<file path="config.mk">
export PLATFORM = sky130hd
export DESIGN_NAME = ram_fifo_ctrl
export DESIGN_NICKNAME = d
export VERILOG_FILES = /design/src/rtl/ram_fifo_ctrl.sv
export SDC_FILE = /design/constraint.sdc
export NUM_CORES = 1
export LEC_CHECK = 0
export ABC_AREA = 1
export CAP_MARGIN = 20
export CORE_MARGIN = 8
export CORE_UTILIZATION = 45
export DETAILED_ROUTE_END_ITERATION = 7
export GPL_ROUTABILITY_DRIVEN = 1
export GPL_TIMING_DRIVEN = 0
export PLACE_DENSITY = 0.62
export SETUP_SLACK_MARGIN = 0.4
export SLEW_MARGIN = 25
export SYNTH_ARGS = -nofsm -noshare
export SYNTH_HDL_FRONTEND = slang
export SYNTH_SLANG_ARGS = --single-unit
</file>
<file path="constraint.sdc">
create_clock -name clock -period 4.25 [get_ports clock]
set_input_delay 0.85 -clock clock [delete_from_list [all_inputs] [get_ports clock]]
set_output_delay 0.85 -clock clock [all_outputs]
set_load 0.005 [all_outputs]
</file>
<file path="src/rtl/ram_fifo_ctrl.sv">
// rtl/ram_fifo_ctrl.sv - single-clock RAM-backed FIFO with sticky overflow/underflow flags
//
// Purpose:
//   A synchronous FIFO built on a 2-port memory. The write side (port A role) stores wr_data
//   at wr_ptr. The read side (port B role) registers mem[rd_ptr] into rd_data one cycle after
//   an accepted pop. All status flags are decoded from the registered occupancy count, so a
//   request in the same cycle never changes a flag.
//
// Ports:
//   clock         single clock, rising edge
//   reset         asynchronous, active-high
//   wr_data       word to push
//   wr_en         push request; accepted when !full
//   full          count == DEPTH
//   rd_en         pop request; accepted when !empty
//   rd_data       popped word, registered, holds when idle
//   rd_valid      rd_data carries a word popped on the previous edge
//   empty         count == 0
//   count         occupancy, 0..DEPTH
//   overflow      sticky: wr_en seen while full
//   underflow     sticky: rd_en seen while empty
//   almost_full   count >= AF_LEVEL   (only with RAM_FIFO_ALMOST_EN)
//   almost_empty  count <= AE_LEVEL   (only with RAM_FIFO_ALMOST_EN)
//
// Build option:
//   RAM_FIFO_ALMOST_EN  adds the almost_full / almost_empty outputs.

module ram_fifo_ctrl #(
  parameter int DATA_W   = 8,
  parameter int ADDR_W   = 6,
  parameter int AF_LEVEL = 56,
  parameter int AE_LEVEL = 8
) (
  input  logic              clock,
  input  logic              reset,
  input  logic [DATA_W-1:0] wr_data,
  input  logic              wr_en,
  output logic              full,
  input  logic              rd_en,
  output logic [DATA_W-1:0] rd_data,
  output logic              rd_valid,
  output logic              empty,
  output logic [ADDR_W:0]   count,
  output logic              overflow,
  output logic              underflow
`ifdef RAM_FIFO_ALMOST_EN
  ,
  output logic              almost_full,
  output logic              almost_empty
`endif
);

  localparam int              DEPTH     = 1 << ADDR_W;
  localparam logic [ADDR_W:0] DEPTH_CNT = {1'b1, {ADDR_W{1'b0}}};

  // Thresholds above DEPTH would leave a flag permanently asserted or never asserted.
  if (AF_LEVEL > DEPTH || AE_LEVEL > DEPTH) begin : g_level_check
    $error("ram_fifo_ctrl: AF_LEVEL/AE_LEVEL must not exceed DEPTH");
  end

  logic [DATA_W-1:0] mem [DEPTH];
  logic [ADDR_W-1:0] wr_ptr;
  logic [ADDR_W-1:0] rd_ptr;
  logic              push;
  logic              pop;

  assign full  = (count == DEPTH_CNT);
  assign empty = (count == '0);

  // Requests are qualified by the registered flags only; a pop in the same cycle does not
  // make room for a push into a full FIFO, and vice versa for an empty one.
  assign push = wr_en && !full;
  assign pop  = rd_en && !empty;

  // Memory has no reset so it maps onto plain RAM. A push and a pop can only hit the same
  // address when count is 0 or DEPTH, and in both cases one of them is rejected, so there
  // is never a read-during-write collision.
  always_ff @(posedge clock) begin
    if (push) begin
      mem[wr_ptr] <= wr_data;
    end
  end

  always_ff @(posedge clock or posedge reset) begin
    if (reset) begin
      wr_ptr    <= '0;
      rd_ptr    <= '0;
      count     <= '0;
      rd_data   <= '0;
      rd_valid  <= 1'b0;
      overflow  <= 1'b0;
      underflow <= 1'b0;
    end else begin
      if (push) begin
        wr_ptr <= wr_ptr + 1'b1;
      end

      if (pop) begin
        rd_ptr  <= rd_ptr + 1'b1;
        rd_data <= mem[rd_ptr];
      end
      rd_valid <= pop;

      case ({push, pop})
        2'b10:   count <= count + 1'b1;
        2'b01:   count <= count - 1'b1;
        default: count <= count;
      endcase

      if (wr_en && full) begin
        overflow <= 1'b1;
      end
      if (rd_en && empty) begin
        underflow <= 1'b1;
      end
    end
  end

`ifdef RAM_FIFO_ALMOST_EN
  localparam logic [ADDR_W:0] AF_CNT = (ADDR_W + 1)'(AF_LEVEL);
  localparam logic [ADDR_W:0] AE_CNT = (ADDR_W + 1)'(AE_LEVEL);

  // Count resets to 0, which yields almost_full = 0 and almost_empty = 1 during reset.
  assign almost_full  = (count >= AF_CNT);
  assign almost_empty = (count <= AE_CNT);
`endif

endmodule

</file>
=== Word level (Yosys, flattened, before mapping) ===
Memory sizes are Yosys's and may differ from the RTL's. A register that Yosys moved wholly into a read port is not among the register bits.
Cells that the tools add are included.

* $add $sub $neg: 4
* Equal/unequal tests: 3
* Reductions and logical operators: 8
* Muxes and demuxes: 3

{| class="wikitable"
|+ Operators with widths
! cell !! number
|-
| case mux 7 bit (2 select lines) || 1
|-
| adder 6 x 1 -> 6 bit, second input constant || 2
|-
| adder 7 x 1 -> 7 bit, second input constant || 1
|-
| equality test 7 bit, second input constant || 1
|-
| logical NOT 7 bit || 1
|-
| subtractor 7 x 1 -> 7 bit, second input constant || 1
|-
| logical AND 1 bit || 4
|-
| equality test 2 x 1 -> 1 bit, second input constant || 1
|-
| equality test 2 bit, second input constant || 1
|-
| logical NOT 1 bit || 2
|-
| two-way mux 1 bit || 2
|-
| nonzero test 2 bit || 1
|}

* Memories kept: 1
* Output and inout port bits: 20
* Flip-flop bits (word level): 22
* RAM bits: 512

{| class="wikitable"
|+ Memory list
! name !! depth !! width !! rd ports !! clocked after Yosys merged registers in !! wr ports !! line !! source
|-
| mem || 64 || 8 || 1 || 1 || 1 || 61 || <nowiki>logic [DATA_W-1:0] mem [DEPTH];</nowiki>
|}

=== Logic depth before layout (Yosys ltp) ===
* Word-level depth: 5
* Gate-level depth with buffers: 17
* Depth with buffers taken out: 16

=== Worst setup path before layout ===
OpenSTA, ideal clock, no wires.

* Kind: input port to flip-flop
* Start: in rd_en
* End: reg count[6]
* Cell stages on the path: 15
* Path slack: 1.415 ns
* Arrival: 2.712 ns
* Buffers on the path: 1
* Required time: 4.127 ns
* Cell sequence: inv_1 nor2_2 buf_2 ha_1 inv_1 fa_1 inv_1 nand3_1 nand2_1 nand2_1 nand2_1 a21oi_1 and2_1 o21ai_0 nand2_1

* Cells in the longest elaborated chain, start to end: 3
* Elaborated cells on any way between the ends: 5
* Classes of those cells: 2 x eq/ne; 1 x mux; 2 x reduce/logical

{| class="wikitable"
|+ Ends and longest elaborated chain
! item !! line !! source
|-
| start, declared || 39 || <nowiki>input logic rd_en,</nowiki>
|-
| logical AND 1 bit * || 73 || <nowiki>assign pop = rd_en && !empty;</nowiki>
|-
| via pop || 65 || <nowiki>logic pop;</nowiki>
|-
| equality test 2 x 1 -> 1 bit or equality test 2 bit (tied branches) || 104 || <nowiki>case ({push, pop})</nowiki>
|-
| case mux 7 bit (2 select lines) or nonzero test 2 bit (tied branches) || - ||
|-
| end signal, assigned || 105 || <nowiki>2'b10: count <= count + 1'b1;</nowiki>
|-
| end signal, assigned || 106 || <nowiki>2'b01: count <= count - 1'b1;</nowiki>
|-
| end signal, assigned || 107 || <nowiki>default: count <= count;</nowiki>
|-
| end, declared || 43 || <nowiki>output logic [ADDR_W:0] count,</nowiki>
|}

Mark *: on every way through the listed nets, which the timed path passes. The rest lies on a longest branch.
A chain may end at the register's enable or synchronous reset.

=== Worst setup path in the final report ===
* Start: in wr_en
* End: mem mem[42][6] (enable)

* Cells in the longest elaborated chain, start to end: 3

{| class="wikitable"
|+ Ends and longest elaborated chain
! item !! line !! source
|-
| start, declared || 37 || <nowiki>input logic wr_en,</nowiki>
|-
| logical AND 1 bit || 72 || <nowiki>assign push = wr_en && !full;</nowiki>
|-
| two-way mux 1 bit || 79 || <nowiki>if (push) begin</nowiki>
|-
| two-way mux 1 bit (implied by the code) || 80 || <nowiki>mem[wr_ptr] <= wr_data;</nowiki>
|-
| end, declared || 61 ||
|}

Every way passes these cells.

==> flow_metrics.py <==
metrics = {
    "logic_synthesis": {
        "yosysWarnings": 0,
        "synth_top_area_share_pct": 66.6,
        "netlist_top_cells_area": "edfxtp_1 67%, nand2_1 12%, nand3_1 6.1%",
        "yosysUniqueCellTypes": 34,
        "synthCells": 2141,
        "ys_ff_latch": 542,
        "ys_seq_area_share_pct": 69.9,
        "avgSynthCellArea_um2": 10.8,
        "syn_nets": 2162,
        "yosysTopAreaCell": "edfxtp_1",
        "syn-cell-area_mm2": 0.0231,
    },
    "clocking": {
        "cts_tree": "done",
        "ctsRootBufferMaster": "clkbuf_16",
        "cts_htree_levels": 2,
        "cts_buffer_depth": 3,
        "cts_resized": 0,
        "post_cts_buffers": 0,
        "clkSinkCount": 542,
        "cts.clk_slew.worst_paths_ns": 0.06,
        "cts_buffers": 54,
        "clock_latency_ns": 0.61,
        "ctsHoldBuffers": 0,
    },
    "final_layout": {
        "fillCellCount": 4462,
        "final_cell_area_mm2": 0.0261,
        "postLayoutCoreUtil_pct": 51.2,
        "final_nets": 2257,
        "multi_input_area_mm2": 0.00561,
        "layout-drive-gt1-share_pct": 8.16,
        "diodes": 0,
        "register_area_mm2": 0.0161,
        "areaGrowthSynthToFinish_pct": 13.1,
    },
    "sta": {
        "maxSlewViolCount": 0,
        "min_period_ns": 3.41,
        "clock_skew_ns": 0.0269,
        "tns_ns": 0,
        "final_hold_viol_count": 0,
        "rsz0062_at_grt": "no",
        "max_slew_margin_pct": 35.5,
        "finalSetupViolCount": 0,
        "fmax_mhz": 293,
        "tightest_slew_ns": 0.964,
        "fin_crit_sh_pct": 80.2,
    },
    "setup_path": {
        "crit_arrival_ns": 3.64,
        "required_ns": 4.48,
        "cp_max_fo": 10,
        "crit_type": "in -> reg",
        "critPathCaptureType": "register",
        "critPathLaunchType": "input pin",
    },
    "global_routing": {
        "met2_usage_pct": 35.3,
        "track_usage_pct": 22.4,
        "use_met1_pct": 31.0,
        "grt_max_degree": 44,
        "overflow": 0,
        "grt_pass1_vias": 15200,
        "grt_pass1_wl_mm": 98.5,
        "top_usage_layer": "met2",
        "antenna_found_initial": 0,
        "grtUsageMet3_pct": 3.53,
    },
    "floorplan": {
        "dieArea_mm2": 0.0588,
        "die_h_um": 242,
        "coreArea_mm2": 0.0510,
        "io_pins": 32,
        "rows": 83,
        "die_x_um": 242,
        "start_util_pct": 45.3,
    },
    "drt": {
        "wl_per_cell_um": 22.5,
        "ant_nets": 0,
        "vias": 15900,
        "drc": 0,
        "routed_wl_mm": 66.5,
        "via_per_inst": 5.37,
        "drt-pass1-iter-count": 5,
        "drt_iter0_drc": 1822,
    },
    "placed_design": {
        "dp_hpwl_mm": 46.4,
        "gp_congestion": 1.01,
        "portBuffers": 31,
        "placed_area_mm2": 0.0244,
    },
    "power": {
        "finalPower_mw": 17.6,
        "power_leakage_nw": 10.3,
        "peakVddDrop_uv": 368,
        "cellPowerDensity_mw_per_mm2": 676,
    },
    "hold_path": {
        "holdCritPathClass": "reg -> reg",
    },
    "job": {
        "cap_violations": 0,
    },
    "status": {
        "status": "completed",
    },
}
## per-layer routing
metal / up-vias / share of wire (%)
met3: 126 / 7.9
li1: 7342 / -
met2: 707 / 46
met5: - / 0
met4: 0 / 3.9
met1: 7710 / 42
## stage by stage
stage / worst slack (ns) / hold slack, ns / instances
3_3_place_gp: 0.0898 / 0.440 / 2852
4_1_cts: 0.951 / 0.464 / 2960
5_1_grt: 0.712 / 0.473 / 2960
3_5_place_dp: 0.312 / 0.446 / 2860
2_1_floorplan: 1.42 / 0.451 / 2141
6_report: 0.842 / 0.459 / 2960
## synthesized netlist by cell type
master and instances:
edfxtp_1 512, xor2_1 10, nand3_1 281, nand2_2 1, buf_1 7, inv_1 185, xnor2_1 1, inv_2 4
inv_4 1, nor3_2 1, or2_2 1, clkinv_1 2, o211ai_1 24, nand2_1 741, ha_1 8, fa_1 1
o22a_1 1, a21oi_1 37, buf_2 58, nor3_1 3, buf_6 10, nor2_1 150, nand4_1 8, buf_12 1
clkbuf_1 17, buf_4 15, nand4_2 1, nor2_2 1, dfrtp_1 30, o21ai_2 1, a21o_1 2, and2_1 1
o22ai_1 1, o21ai_0 24
## state kept, by name, indices dropped and copies added, names as in the netlist
name / cells
rd_ptr: 6
underflow: 1
count: 7
rd_data: 8
mem: 512
overflow: 1
wr_ptr: 6
rd_valid: 1
## worst max-delay path, stage by stage
cell and delay [ns]:
clkdlybuf4s50_1 0.49, o21ai_2 0.19, inv_2 0.10, buf_2 0.20
nand4_1 0.76, nor2_1 1.03
## worst paths after layout
path                            startpoint    endpoint  slack [ns]  cells past startpoint
max in group asynchronous            reset   rd_ptr[4]        3.03                      2
worst min register to register    overflow    overflow        0.46                      1
worst min-delay path              overflow    overflow        0.46                      1
min in group asynchronous            reset  rd_data[0]        0.71                      2
worst max-delay path                 wr_en  mem[42][6]        0.84                      6
worst max register to register    count[0]  mem[42][6]        0.91                      7
## placed cells by master (no fill, tap or decap), types with 2 or more instances in the layout
cell,netlist,routed
a21o_1,2,2
a21oi_1,37,37
buf_1,7,7
buf_12,1,9
buf_2,58,58
buf_4,15,23
buf_6,10,10
bufinv_16,0,5
clkbuf_1,17,27
clkbuf_16,0,55
clkdlybuf4s50_1,0,23
clkinv_1,2,20
clkinv_2,0,8
clkinvlp_4,0,2
dfrtp_1,30,30
edfxtp_1,512,512
ha_1,8,8
inv_1,185,184
inv_2,4,5
inv_6,0,2
nand2_1,741,741
nand3_1,281,281
nand4_1,8,8
nor2_1,150,150
nor3_2,1,3
o211ai_1,24,24
o21ai_0,24,24
xor2_1,10,10
## final cells by class
cell class	instances	share of cell area, %
tap	680	3.26
inverter	192	2.77
buffer	108	2.40
multi-input combinational	1299	21.5
clock buffer	65	5.42
clock inverter	35	1.11
timing repair buffer	39	1.73
sequential	542	61.8
## cells by family after synthesis
logic type / share of synthesized area [%]
xor+xnor: 0.417
simple gates: 21.1
fa+ha+maj: 0.520
buf+inv: 5.84
flops: 69.9
compound gates: 2.27
## where the power goes
part	internal [mW]	leakage, nW	switching, mW
combinational	1.86	4.47	4.74
sequential	6.16	4.97	0.187
clock	2.66	0.829	2.02
total	10.7	10.3	6.94
(Power assumes the default switching activity.)
